$ cat src/rtl/multicycle_control.sv
// Control FSM for a multicycle RISC-V style datapath.
// Moore outputs per state, with a few outputs qualified by mem_ready or zero.
module multicycle_control (
  input  logic       clock,
  input  logic       reset,
  input  logic [6:0] opcode,
  input  logic       zero,
  input  logic       mem_ready,
  output logic       pc_write,
  output logic       ir_write,
  output logic       reg_write,
  output logic       mem_read,
  output logic       mem_write,
  output logic       adr_src,
  output logic [1:0] alu_src_a,
  output logic [1:0] alu_src_b,
  output logic [1:0] alu_op,
  output logic [1:0] result_src,
  output logic       instr_done,
  output logic       illegal,
  output logic [3:0] state
);

  typedef enum logic [3:0] {
    S_FETCH    = 4'd0,
    S_DECODE   = 4'd1,
    S_MEMADR   = 4'd2,
    S_MEMREAD  = 4'd3,
    S_MEMWB    = 4'd4,
    S_MEMWRITE = 4'd5,
    S_EXECR    = 4'd6,
    S_ALUWB    = 4'd7,
    S_EXECI    = 4'd8,
    S_JAL      = 4'd9,
    S_BEQ      = 4'd10
  } state_t;

  localparam logic [6:0] OP_LOAD  = 7'b0000011;
  localparam logic [6:0] OP_STORE = 7'b0100011;
  localparam logic [6:0] OP_RTYPE = 7'b0110011;
  localparam logic [6:0] OP_ITYPE = 7'b0010011;
  localparam logic [6:0] OP_JAL   = 7'b1101111;
  localparam logic [6:0] OP_BEQ   = 7'b1100011;

  state_t state_q;
  state_t state_n;
  state_t cur;

  always_ff @(posedge clock) begin
    if (!reset) state_q <= S_FETCH;
    else        state_q <= state_n;
  end

  always_comb begin
    state_n = state_q;
    case (state_q)
      S_FETCH:    if (mem_ready) state_n = S_DECODE;
      S_DECODE: begin
        case (opcode)
          OP_LOAD, OP_STORE: state_n = S_MEMADR;
          OP_RTYPE:          state_n = S_EXECR;
          OP_ITYPE:          state_n = S_EXECI;
          OP_JAL:            state_n = S_JAL;
          OP_BEQ:            state_n = S_BEQ;
          default:           state_n = S_FETCH;
        endcase
      end
      S_MEMADR:   state_n = (opcode == OP_LOAD) ? S_MEMREAD : S_MEMWRITE;
      S_MEMREAD:  if (mem_ready) state_n = S_MEMWB;
      S_MEMWB:    state_n = S_FETCH;
      S_MEMWRITE: if (mem_ready) state_n = S_FETCH;
      S_EXECR:    state_n = S_ALUWB;
      S_EXECI:    state_n = S_ALUWB;
      S_ALUWB:    state_n = S_FETCH;
      S_JAL:      state_n = S_ALUWB;
      S_BEQ:      state_n = S_FETCH;
      default:    state_n = S_FETCH;
    endcase
  end

  // While reset is held the outputs present the FETCH set, so nothing
  // downstream sees a stale state before the synchronous reset lands.
  assign cur   = reset ? state_q : S_FETCH;
  assign state = cur;

  always_comb begin
    pc_write   = 1'b0;
    ir_write   = 1'b0;
    reg_write  = 1'b0;
    mem_read   = 1'b0;
    mem_write  = 1'b0;
    adr_src    = 1'b0;
    alu_src_a  = 2'b00;
    alu_src_b  = 2'b00;
    alu_op     = 2'b00;
    result_src = 2'b00;
    instr_done = 1'b0;
    illegal    = 1'b0;
    case (cur)
      S_FETCH: begin
        mem_read   = 1'b1;
        alu_src_b  = 2'b10;
        result_src = 2'b10;
        ir_write   = mem_ready & reset;
        pc_write   = mem_ready & reset;
      end
      S_DECODE: begin
        alu_src_a = 2'b01;
        alu_src_b = 2'b01;
        case (opcode)
          OP_LOAD, OP_STORE, OP_RTYPE, OP_ITYPE, OP_JAL, OP_BEQ: ;
          default: begin
            illegal    = 1'b1;
            instr_done = 1'b1;
          end
        endcase
      end
      S_MEMADR: begin
        alu_src_a = 2'b10;
        alu_src_b = 2'b01;
      end
      S_MEMREAD: begin
        mem_read = 1'b1;
        adr_src  = 1'b1;
      end
      S_MEMWB: begin
        result_src = 2'b01;
        reg_write  = 1'b1;
        instr_done = 1'b1;
      end
      S_MEMWRITE: begin
        mem_write  = 1'b1;
        adr_src    = 1'b1;
        instr_done = mem_ready;
      end
      S_EXECR: begin
        alu_src_a = 2'b10;
        alu_op    = 2'b10;
      end
      S_EXECI: begin
        alu_src_a = 2'b10;
        alu_src_b = 2'b01;
        alu_op    = 2'b10;
      end
      S_ALUWB: begin
        reg_write  = 1'b1;
        instr_done = 1'b1;
      end
      S_JAL: begin
        alu_src_a = 2'b01;
        alu_src_b = 2'b10;
        pc_write  = 1'b1;
      end
      S_BEQ: begin
        alu_src_a  = 2'b10;
        alu_op     = 2'b01;
        pc_write   = zero;
        instr_done = 1'b1;
      end
      default: ;
    endcase
  end

endmodule

$ cat config.mk
export PLATFORM = sky130hd
export DESIGN_NAME = multicycle_control
export DESIGN_NICKNAME = d
export VERILOG_FILES = /design/src/rtl/multicycle_control.sv
export SDC_FILE = /design/constraint.sdc
export NUM_CORES = 1
export LEC_CHECK = 0
export BUFFER_PORTS_ARGS = -buffer_cell sky130_fd_sc_hd__buf_2
export CAP_MARGIN = 20
export CORE_UTILIZATION = 41
export CTS_CLUSTER_DIAMETER = 150
export DETAILED_ROUTE_END_ITERATION = 10
export HOLD_SLACK_MARGIN = 0.15
export PLACE_DENSITY_LB_ADDON = 0.12
export SYNTH_ARGS = -nofsm -noshare
export SYNTH_HDL_FRONTEND = slang
export SYNTH_SLANG_ARGS = --single-unit
export TNS_END_PERCENT = 10
$ cat constraint.sdc
create_clock -name clock -period 1.1 [get_ports clock]
set_input_delay 0.11 -clock clock [delete_from_list [all_inputs] [get_ports clock]]
set_output_delay 0.11 -clock clock [all_outputs]
set_load 0.02 [all_outputs]
==> flow_summary_export.csv, run 1 <==
group,metric,value,unit
outcome,outcome,"complete, but fails checks",
outcome,violations_in_the_final_reports,"setup timing",
routing,top_layer,"met4",
layout,layout-area-overhead-vs-synth,110,%
global_routing,grt_first_pass_wirelength,4.54,mm
routing,wl_per_cell,21.3,um
worst_setup_path,cp_class,"flop to primary output",
clock_tree,post_cts_hold_buffer_count,0,
sta,finalWorstPathRequiredPeriod,1.55,ns
worst_setup_path,worst_r2r_startpoint,"state_q[1]",
sta,achievable-frequency,0.645,GHz
clock_tree,insertion_delay,0.25,ns
clock_tree,clock_sinks,4,
logic_synthesis,yosysWarningCount,0,
clock_tree,cts_made_buffers,3,
clock_tree,cts_root_buf,"clkbuf_4",
layout,fillers,46,
sta,timing.final.setup_violations,24,
clock_tree,htreeDepth,1,
layout,flip_flop_count_of_the_largest_register_after_layout,4,
global_routing,grt_max_degree,12,
logic_synthesis,synth-async-reset-ratio,0,%
logic_synthesis,post_synth_inst_count,97,
logic_synthesis,yosys.area.top_type,"dfxtp_1",
logic_synthesis,syn_nets,108,
global_routing,grt_antenna_before_repair,0,
placed_design,placed_cells,170,
logic_synthesis,syn_avg_cell_area,7.00,sq um
routing,route.detailed.drc,0,
logic_synthesis,synth_sequential_area_ratio,11.8,%
logic_synthesis,synth.top_cells.by_area,"dfxtp_1, nor3_1, a21oi_1",
die,design.core.area,1520,sq um
placed_design,dp_hpwl,1.78,mm
worst_setup_path,end_kind,"primary output",
placed_design,portBuffers,30,
layout,largest_registers,"state_q: 4 flops",
clock_tree,tritoncts,"yes",
worst_hold_path,min-delay-path-class,"input pin to flop",
layout,post_route_cells_drive_above_1_share,69.9,%
worst_setup_path,crit-reg2reg-capture,"state_q[2]",
routing,detail_route.wirelength,3.88,mm
worst_setup_path,timing.reg2reg.worst_path_depth,6,
sta,relSlewSlack,78.7,%
worst_hold_path,timing.hold.worst.start,"opcode[1]",
routing,number_of_drc_markers_in_iteration_0,65,
layout,antenna_cells,0,
logic_synthesis,synth.ff_latch_count,4,
routing,drt_first_pass_iters,5,
worst_hold_path,hold-path-cell-count,3,
pwr,power.leakage,0.676,nW
logic_synthesis,synth.lib_cells_used.distinct,43,
sta,rsz0062_at_grt,"true",
logic_synthesis,syn_area,679,sq um
routing,met1_length,1.36,mm
sta,timing_worst_slew_pin_value,0.318,ns
routing,met2WireLength,1.86,mm
logic_synthesis,synth-edff-count,0,
routing,vias,1194,
die,floorplan.initialDensity,44.6,%
layout,layout.cells.non_filler,182,
layout,finish.net_count,179,
worst_setup_path,worst-path-max-fanout,8,
sta,final-max-slew-violation-count,0,
sta,totalNegativeSetupSlack,-6.59,ns
routing,vias_per_cell,6.56,
worst_setup_path,cp.required,0.99,ns
worst_setup_path,critPathSlowestCell,"dfxtp_4",
logic_synthesis,synthFlopType,"dfxtp_1",
die,io_pins,31,
pwr,vdd.ir_drop.worst,0.479,mV
worst_setup_path,critical_path.startpoint_type,"flop",
routing,detail-route-antenna-nets,0,
pwr,total_power_divided_by_cell_area,620,nW/um^2
sta,final.period_utilization,141,%
global_routing,overflow,0,
die,die_x,42.7,um
worst_setup_path,critPathMaxStageDelay,0.39,ns
clock_tree,ctsLongestPathBuffers,2,
die,design.die.area,1820,sq um
logic_synthesis,share_of_the_synthesized_area_in_the_top_cell_type,11.8,%
die,fp.dieH,42.7,um
routing,met3RoutedLength,432,um
clock_tree,clkSlewWorstSetupHoldPaths,0.05,ns
worst_setup_path,path_cells,"or2b_1, buf_4, nand3_1, nand2_1, buf_2",
sta,hold_viol,0,
worst_setup_path,crit_arrival,1.44,ns
worst_setup_path,regToRegSetupSlack,-0.31,ns
global_routing,first_global_vias,994,
die,rows,14,
placed_design,gp_congestion,0.821,
global_routing,gr_usage_total,32.6,%
layout,regMostFlops,"state_q",
logic_synthesis,synth.cells.most_frequent,"nand2_1, nor2_1, nor3_1, a21oi_1, inv_1",
flow_run,timing.max_cap.violations,0,
worst_hold_path,whs_endpoint,"state_q[3]",
sta,final.setup_skew,0.00717,ns
sta,setup_slack,-0.450,ns
## worst max path at each step
stage | from | to | slack (ns) | cells after the start
2_1_floorplan | state_q[3] | alu_src_a[1] | -0.20 | 5
3_3_place_gp | state_q[3] | state_q[0] | -0.27 | 5
3_5_place_dp | state_q[1] | alu_src_a[1] | -0.31 | 5
4_1_cts | state_q[0] | instr_done | -0.40 | 5
5_1_grt | state_q[0] | instr_done | -0.52 | 5
6_report | state_q[0] | alu_src_b[1] | -0.45 | 5
## where the power goes
part	internal, W	switching (W)
clock network	0.000124	0.0000845
registers	0.000147	0.0000159
logic	0.000238	0.000276
total	0.000509	0.000376
## critical path: cells and delay by family, from the launching register on
family	cells	cell delay (ns)
flops	1	0.39
buf+inv	2	0.34
simple gates	3	0.47
## cell type report
class | count | area [sq um] | area share (%)
clock buffers | 3 | 22.5 | 1.58
repair buffers | 73 | 574 | 40.3
well taps | 16 | 20.0 | 1.40
multi-input cells | 79 | 686 | 48.1
flip-flops and latches | 4 | 95.1 | 6.67
inverters | 7 | 28.8 | 2.02
## through the flow
step	hold slack [ns]	instance area, sq um	setup WS, ns	total power [W]	utilization (%)
floorplan	0.277	744	-0.196	0.000390	-
global placement	0.412	1110	-0.272	0.000557	73.1
detailed placement	0.417	1110	-0.311	0.000559	73.1
CTS	0.151	1290	-0.399	0.000805	84.6
global route	0.169	1430	-0.522	0.000919	93.6
finish	0.169	1430	-0.450	0.000885	93.6
## layout by cell type, fill, tap and decap left out, types with 3 or more instances in the layout
cell type  count
inv_1          5
nor3_2         5
nand2_1        5
nor2_1         4
nand3_1        4
buf_4         50
clkbuf_4       3
nor2_2         3
buf_6         11
nor2b_1        3
a21oi_1        3
a21oi_2        3
dfxtp_4        4
buf_2         11
nor3_1         3
nand2b_1       3
## kinds of logic (layout without fill, tap and decap cells)
| group | count (synthesis) | count (layout) | synth area share [%] |
|---|---|---|---|
| AOI/OAI and AO/OA | 25 | 25 | 27.8 |
| xor gates and xnor gates | 3 | 3 | 3.87 |
| adders and majority gates | 1 | 1 | 1.47 |
| buffers and inverters | 14 | 83 | 10.9 |
| DFF | 4 | 4 | 11.8 |
| muxes | 1 | 1 | 1.47 |
| and+or+nand+nor | 49 | 49 | 42.7 |
## per-layer routing
layer	vias to the layer above	global-route usage, %
met5	-	0
met2	116	57.9
met1	560	39.3
li1	490	-
met4	0	7.50
met3	28	7.23
## repair_timing
item | in CTS | in global routing
resized for setup | 41 | 24
setup buffers | 3 | 6
pin swaps | 12 | 5
setup endpoints to repair | 24 | 24
endpoints found under the hold margin | 0 | 0
No activity file was read; power rests on OpenSTA's default activity.
==> inputs of run 2 (changes only) <==
--- a/config.mk
+++ b/config.mk
@@ -5,11 +5,12 @@
 export SDC_FILE = /design/constraint.sdc
 export NUM_CORES = 1
 export LEC_CHECK = 0
-export BUFFER_PORTS_ARGS = -buffer_cell sky130_fd_sc_hd__buf_2
+export BUFFER_PORTS_ARGS = -buffer_cell sky130_fd_sc_hd__buf_4
 export CAP_MARGIN = 20
 export CORE_UTILIZATION = 41
 export CTS_CLUSTER_DIAMETER = 150
 export DETAILED_ROUTE_END_ITERATION = 10
+export GPL_ROUTABILITY_DRIVEN = 1
 export HOLD_SLACK_MARGIN = 0.15
 export PLACE_DENSITY_LB_ADDON = 0.12
 export SYNTH_ARGS = -nofsm -noshare
==> run 2 against run 1 <==
Effect of this change:
- the flow still finishes with violations (setup timing)
- global-route usage up 1.3 points
- non-clock buffer count down 7
- register-to-register slack worse by 0.02 ns
- sequential power down 2%
- critical path depth up 1
- core utilization down 1.6 points
- critical path type unchanged
- largest power group unchanged
==> flow_summary_export.csv, run 2 (synthesis gave the netlist of run 1 again) <==
group,metric,value,unit
pwr,total_power_divided_by_cell_area,628,nW/um^2
sta,timing.final.setup_violations,23,
die,design.die.area,1820,sq um
worst_setup_path,crit_path_capture,"instr_done",
worst_hold_path,hold-path-cell-count,4,
worst_setup_path,cp.required,0.99,ns
layout,layout_commonest_cell,"buf_4",
die,design.core.area,1520,sq um
clock_tree,insertion_delay,0.25,ns
global_routing,overflow,0,
die,rows,14,
worst_setup_path,worst-path-max-fanout,5,
layout,post-route-util,92.0,%
clock_tree,post_cts_hold_buffer_count,0,
routing,detail-route-antenna-nets,0,
worst_hold_path,timing.hold.worst.start,"opcode[2]",
routing,drt_first_pass_iters,4,
sta,achievable-frequency,0.653,GHz
clock_tree,cts_made_buffers,3,
global_routing,grt_antenna_before_repair,0,
outcome,outcome,"complete, but fails checks",
sta,hold_viol,0,
routing,detail_route.wirelength,3.35,mm
clock_tree,clkSlewWorstSetupHoldPaths,0.05,ns
worst_setup_path,critPathMaxStageDelay,0.36,ns
worst_setup_path,critical_path.startpoint_type,"flop",
die,fp.dieH,42.7,um
layout,layout-area-overhead-vs-synth,106,%
worst_setup_path,timing.reg2reg.worst_path_depth,6,
layout,mostFrequentLayoutCells,"buf_4, buf_6, nand2_1",
worst_setup_path,path_cells,"buf_6, nor2b_4, nor4b_2, a21oi_1, o22ai_2, buf_6",
clock_tree,htreeDepth,1,
worst_setup_path,timing.critical_path.mode_cell,"buf_6",
clock_tree,ctsLongestPathBuffers,2,
global_routing,first_global_vias,992,
layout,largest_registers,"state_q: 4 flops",
worst_setup_path,critPathSlowestCell,"dfxtp_4",
die,floorplan.initialDensity,44.6,%
worst_setup_path,crit_path_start,"state_q[0]",
layout,antenna_cells,0,
sta,timing_worst_slew_pin_value,0.311,ns
worst_setup_path,crit_arrival,1.42,ns
sta,final-max-slew-violation-count,0,
pwr,vdd.ir_drop.worst,0.424,mV
clock_tree,cts_root_buf,"clkbuf_4",
routing,vias_per_cell,6.12,
clock_tree,tritoncts,"yes",
sta,rsz0062_at_grt,"true",
sta,setup_slack,-0.431,ns
clock_tree,clock_sinks,4,
global_routing,gr_usage_total,33.9,%
worst_setup_path,crit-reg2reg-capture,"state_q[0]",
routing,route.detailed.drc,0,
placed_design,detailedPlace.worstSlack,-0.258,ns
sta,finalWorstPathRequiredPeriod,1.53,ns
placed_design,gp_congestion,0.856,
sta,final.period_utilization,139,%
layout,regMostFlops,"state_q",
outcome,violations_in_the_final_reports,"setup timing",
worst_setup_path,worst_r2r_startpoint,"state_q[0]",
worst_hold_path,min-delay-path-class,"input pin to flop",
global_routing,grt_max_degree,12,
sta,final.setup_skew,0.00858,ns
placed_design,portBuffers,30,
flow_run,timing.max_cap.violations,0,
die,io_pins,31,
routing,number_of_drc_markers_in_iteration_0,51,
sta,relSlewSlack,79.1,%
layout,finish.net_count,172,
routing,vias,1071,
pwr,power.leakage,0.665,nW
routing,wl_per_cell,19.2,um
worst_setup_path,regToRegSetupSlack,-0.33,ns
placed_design,dp_hpwl,1.88,mm
die,die_x,42.7,um
layout,post_route_cells_drive_above_1_share,67.9,%
layout,flip_flop_count_of_the_largest_register_after_layout,4,
global_routing,grt_first_pass_wirelength,4.73,mm
worst_setup_path,cp_class,"flop to primary output",
worst_setup_path,end_kind,"primary output",
-- run 2: cell types whose count changed in the layout (fill, tap and decap cells not counted), moves of 2 or more --
cell and delta:
xnor2_1 -2, nand2_2 -2, buf_6 +6, nor2_2 -2
a21oi_1 +2, a21oi_2 -2, buf_2 -11, nor3_2 -2
xnor2_2 +2
-- run 2: power by group --
part,switching [W],leakage [nW],total [W],internal (W)
clock,0.0000798,0.0138,0.000203,0.000123
combinational,0.000266,0.615,0.000518,0.000251
sequential,0.0000123,0.0355,0.000159,0.000147
-- run 2: timing repair --
| action | 4_1_cts | 5_1_grt |
|---|---|---|
| setup buffers | 5 | 1 |
| pin swaps | 8 | 5 |
| setup endpoints to repair | 24 | 24 |
| gates resized for setup | 30 | 17 |
-- run 2: worst min path at each step --
stage / end / slack [ns]
floorplan: state_q[3] / 0.28
global placement: state_q[3] / 0.44
detailed placement: state_q[3] / 0.43
CTS: state_q[3] / 0.18
global route: state_q[3] / 0.22
finish: state_q[3] / 0.18
-- run 2: area by class of cell --
cell class | instances | area [sq um]
Clock buffer | 3 | 22.5
Inverter | 7 | 28.8
Multi-Input combinational cell | 79 | 676
Timing Repair Buffer | 66 | 559
Fill cell | 71 | 123
Sequential cell | 4 | 95.1
Tap cell | 16 | 20.0
-- run 2: critical path, delay by kind of cell (launching register included) --
family                 cells  cell delay [ns]
AO/OA/AOI/OAI              2             0.20
buffers and inverters      2             0.26
flip-flops                 1             0.36
AND/OR/NAND/NOR            2             0.34
-- run 2: metrics by stage --
stage                     instances  power [W]  instance area, sq um  hold slack (ns)  setup TNS [ns]
after floorplan                  97   0.000390                   744            0.277           -1.64
after CTS                       174   0.000806                  1320            0.178           -5.61
final                           175   0.000880                  1400            0.184           -6.73
after detailed placement        166   0.000567                  1160            0.431           -2.72
after global placement          166   0.000560                  1160            0.438           -2.16
after global routing            175   0.000914                  1400            0.225           -7.69
-- run 2: layer usage --
layer / vias to the layer above / track usage [%] / share of wire (%)
met5: - / 0 / 0
li1: 474 / - / -
met3: 18 / 3.40 / 7.3
met4: 0 / 14.4 / 4.3
met2: 77 / 59.7 / 51
met1: 502 / 41.1 / 38
==> inputs of run 3 (changes only) <==
--- a/config.mk
+++ b/config.mk
@@ -7,12 +7,14 @@
 export LEC_CHECK = 0
 export BUFFER_PORTS_ARGS = -buffer_cell sky130_fd_sc_hd__buf_4
 export CAP_MARGIN = 20
+export CORE_ASPECT_RATIO = 1.1
 export CORE_UTILIZATION = 41
 export CTS_CLUSTER_DIAMETER = 150
 export DETAILED_ROUTE_END_ITERATION = 10
 export GPL_ROUTABILITY_DRIVEN = 1
 export HOLD_SLACK_MARGIN = 0.15
 export PLACE_DENSITY_LB_ADDON = 0.12
+export REMOVE_ABC_BUFFERS = 1
 export SYNTH_ARGS = -nofsm -noshare
 export SYNTH_HDL_FRONTEND = slang
 export SYNTH_SLANG_ARGS = --single-unit
==> run 3 against run 2 <==
Effect of this change:
- the run still ends with setup timing left
- global-route usage fell by 1.6 points
- sequential power about the same
- highest routed layer unchanged
- non-clock buffer count stayed put
- fmax about the same
- sequential share of layout area up 0.33 points
==> flow_summary_export.csv, run 3 (synthesis gave the netlist of run 1 again) <==
group,metric,value,unit
worst_setup_path,path_buf_inv,2,
routing,route.detailed.drc,0,
placed_design,portBuffers,30,
die,design.core.area,1560,sq um
sta,setup_slack,-0.432,ns
worst_setup_path,timing.critical_path.mode_cell,"buf_6",
sta,relSlewSlack,81.0,%
layout,layout-area-overhead-vs-synth,96.7,%
layout,regMostFlops,"state_q",
clock_tree,cts_made_buffers,3,
layout,flip_flop_count_of_the_largest_register_after_layout,4,
layout,post_route_cells_drive_above_1_share,64.8,%
global_routing,grt_util_met2,53.8,%
worst_setup_path,critPathMaxStageDelay,0.40,ns
placed_design,placed_cells,168,
flow_run,timing.max_cap.violations,0,
sta,timing_worst_slew_pin_value,0.285,ns
worst_setup_path,path_delay_family,"flip-flops",
worst_setup_path,end_kind,"primary output",
pwr,total_power_divided_by_cell_area,605,nW/um^2
routing,vias,1015,
placed_design,gp_congestion,0.887,
worst_setup_path,cp_class,"flop to primary output",
sta,final.period_utilization,139,%
clock_tree,cts_root_buf,"clkbuf_4",
sta,hold_viol,0,
global_routing,first_global_vias,899,
layout,layout.cells.non_filler,176,
clock_tree,htreeDepth,1,
global_routing,gr_usage_total,32.3,%
worst_setup_path,critPathSlowestCell,"dfxtp_4",
die,design.die.area,1820,sq um
die,die_x,40.8,um
sta,whs,0.185,ns
clock_tree,tritoncts,"yes",
worst_setup_path,crit_arrival,1.42,ns
routing,wl_per_cell,16.8,um
layout,largest_registers,"state_q: 4 flops",
die,fp.dieH,44.7,um
worst_setup_path,cp.required,0.99,ns
global_routing,overflow,0,
worst_hold_path,min-delay-path-class,"input pin to flop",
routing,detail-route-antenna-nets,0,
clock_tree,clkSlewWorstSetupHoldPaths,0.04,ns
sta,final.setup_skew,0.00265,ns
routing,number_of_drc_markers_in_iteration_0,23,
layout,layout_commonest_cell,"buf_4",
routing,drt_first_pass_iters,4,
pwr,vdd.ir_drop.worst,0.590,mV
layout,antenna_cells,0,
layout,finish.net_count,172,
outcome,outcome,"complete, but fails checks",
worst_setup_path,worst-path-max-fanout,6,
placed_design,dp_hpwl,1.74,mm
sta,final-max-slew-violation-count,0,
clock_tree,post_cts_hold_buffer_count,0,
global_routing,grt.busiest_layer,"met2",
worst_setup_path,critical_path.startpoint_type,"flop",
global_routing,grt_first_pass_wirelength,4.04,mm
global_routing,grt_max_degree,11,
sta,timing.final.setup_violations,24,
sta,achievable-frequency,0.653,GHz
clock_tree,insertion_delay,0.24,ns
die,rows,15,
sta,rsz0062_at_grt,"true",
layout,mostFrequentLayoutCells,"buf_4, buf_6, nand2_1",
clock_tree,clock_sinks,4,
routing,detail_route.wirelength,2.96,mm
routing,vias_per_cell,5.77,
outcome,violations_in_the_final_reports,"setup timing",
global_routing,global_route.usage.met3,3.94,%
clock_tree,ctsLongestPathBuffers,2,
worst_setup_path,path_cells,"buf_6, and3b_1, a21oi_2, nor3_2, a21o_1, buf_6",
global_routing,grt_antenna_before_repair,0,
die,io_pins,31,
die,floorplan.initialDensity,43.6,%
pwr,power.leakage,0.643,nW
global_routing,grt_met1_usage,39.8,%
sta,finalWorstPathRequiredPeriod,1.53,ns
==> run 3: cell count changes in the layout (fill, tap and decap cells not counted), moves of 2 or more <==
cell	delta
buf_6	-6
xnor2_2	-2
xnor2_1	+2
buf_4	+6
==> run 3: per-stage QoR <==
stage	cell area, sq um	util (%)	power [W]	worst slack, ns	TNS (ns)
2_1_floorplan	632	-	0.000354	-0.494	-5.69
3_3_place_gp	1110	71.3	0.000556	-0.276	-2.97
3_5_place_dp	1110	71.3	0.000563	-0.347	-3.51
4_1_cts	1270	81.3	0.000771	-0.382	-5.52
5_1_grt	1340	85.8	0.000860	-0.486	-7.39
6_report	1340	85.8	0.000808	-0.432	-6.21
==> run 3: routing by layer <==
layer	vias up	part of all wire [%]	routed length, um
met3	8	4.2	124
met5	-	0	0
met2	45	50	1490
met4	0	2.4	71
li1	477	-	-
met1	485	43	1280
==> run 3: worst paths after layout <==
kind,from,end,slack (ns),cells after the start
max,state_q[1],alu_src_a[1],-0.43,6
min,opcode[0],state_q[3],0.19,3
max reg2reg,state_q[0],state_q[1],-0.35,6
min reg2reg,state_q[2],state_q[3],0.74,4
==> run 3: power by group <==
group          internal [W]  total [W]  switching, W
Combinational      0.000227   0.000459      0.000233
Clock              0.000123   0.000190     0.0000675
Sequential         0.000147   0.000158     0.0000112
Total              0.000496   0.000808      0.000311
==> run 3: worst reg2reg max path, delay by kind of cell, from the launching register on <==
family          cells  cell delay, ns
compound gates      3            0.39
flops               1            0.35
buf+inv             2            0.34
simple gates        1            0.27
==> run 3: cell type report <==
cell class	count	area, sq um
repair buffers	66	537
inverters	7	28.8
flip-flops and latches	4	95.1
fillers	92	221
well taps	17	21.3
clock buffers	3	22.5
multi-input cells	79	632
==> run 3: timing repair <==
item	CTS	global route
setup buffers	4	1
pin swaps	10	4
setup endpoints to repair	24	24
resized for setup	29	16
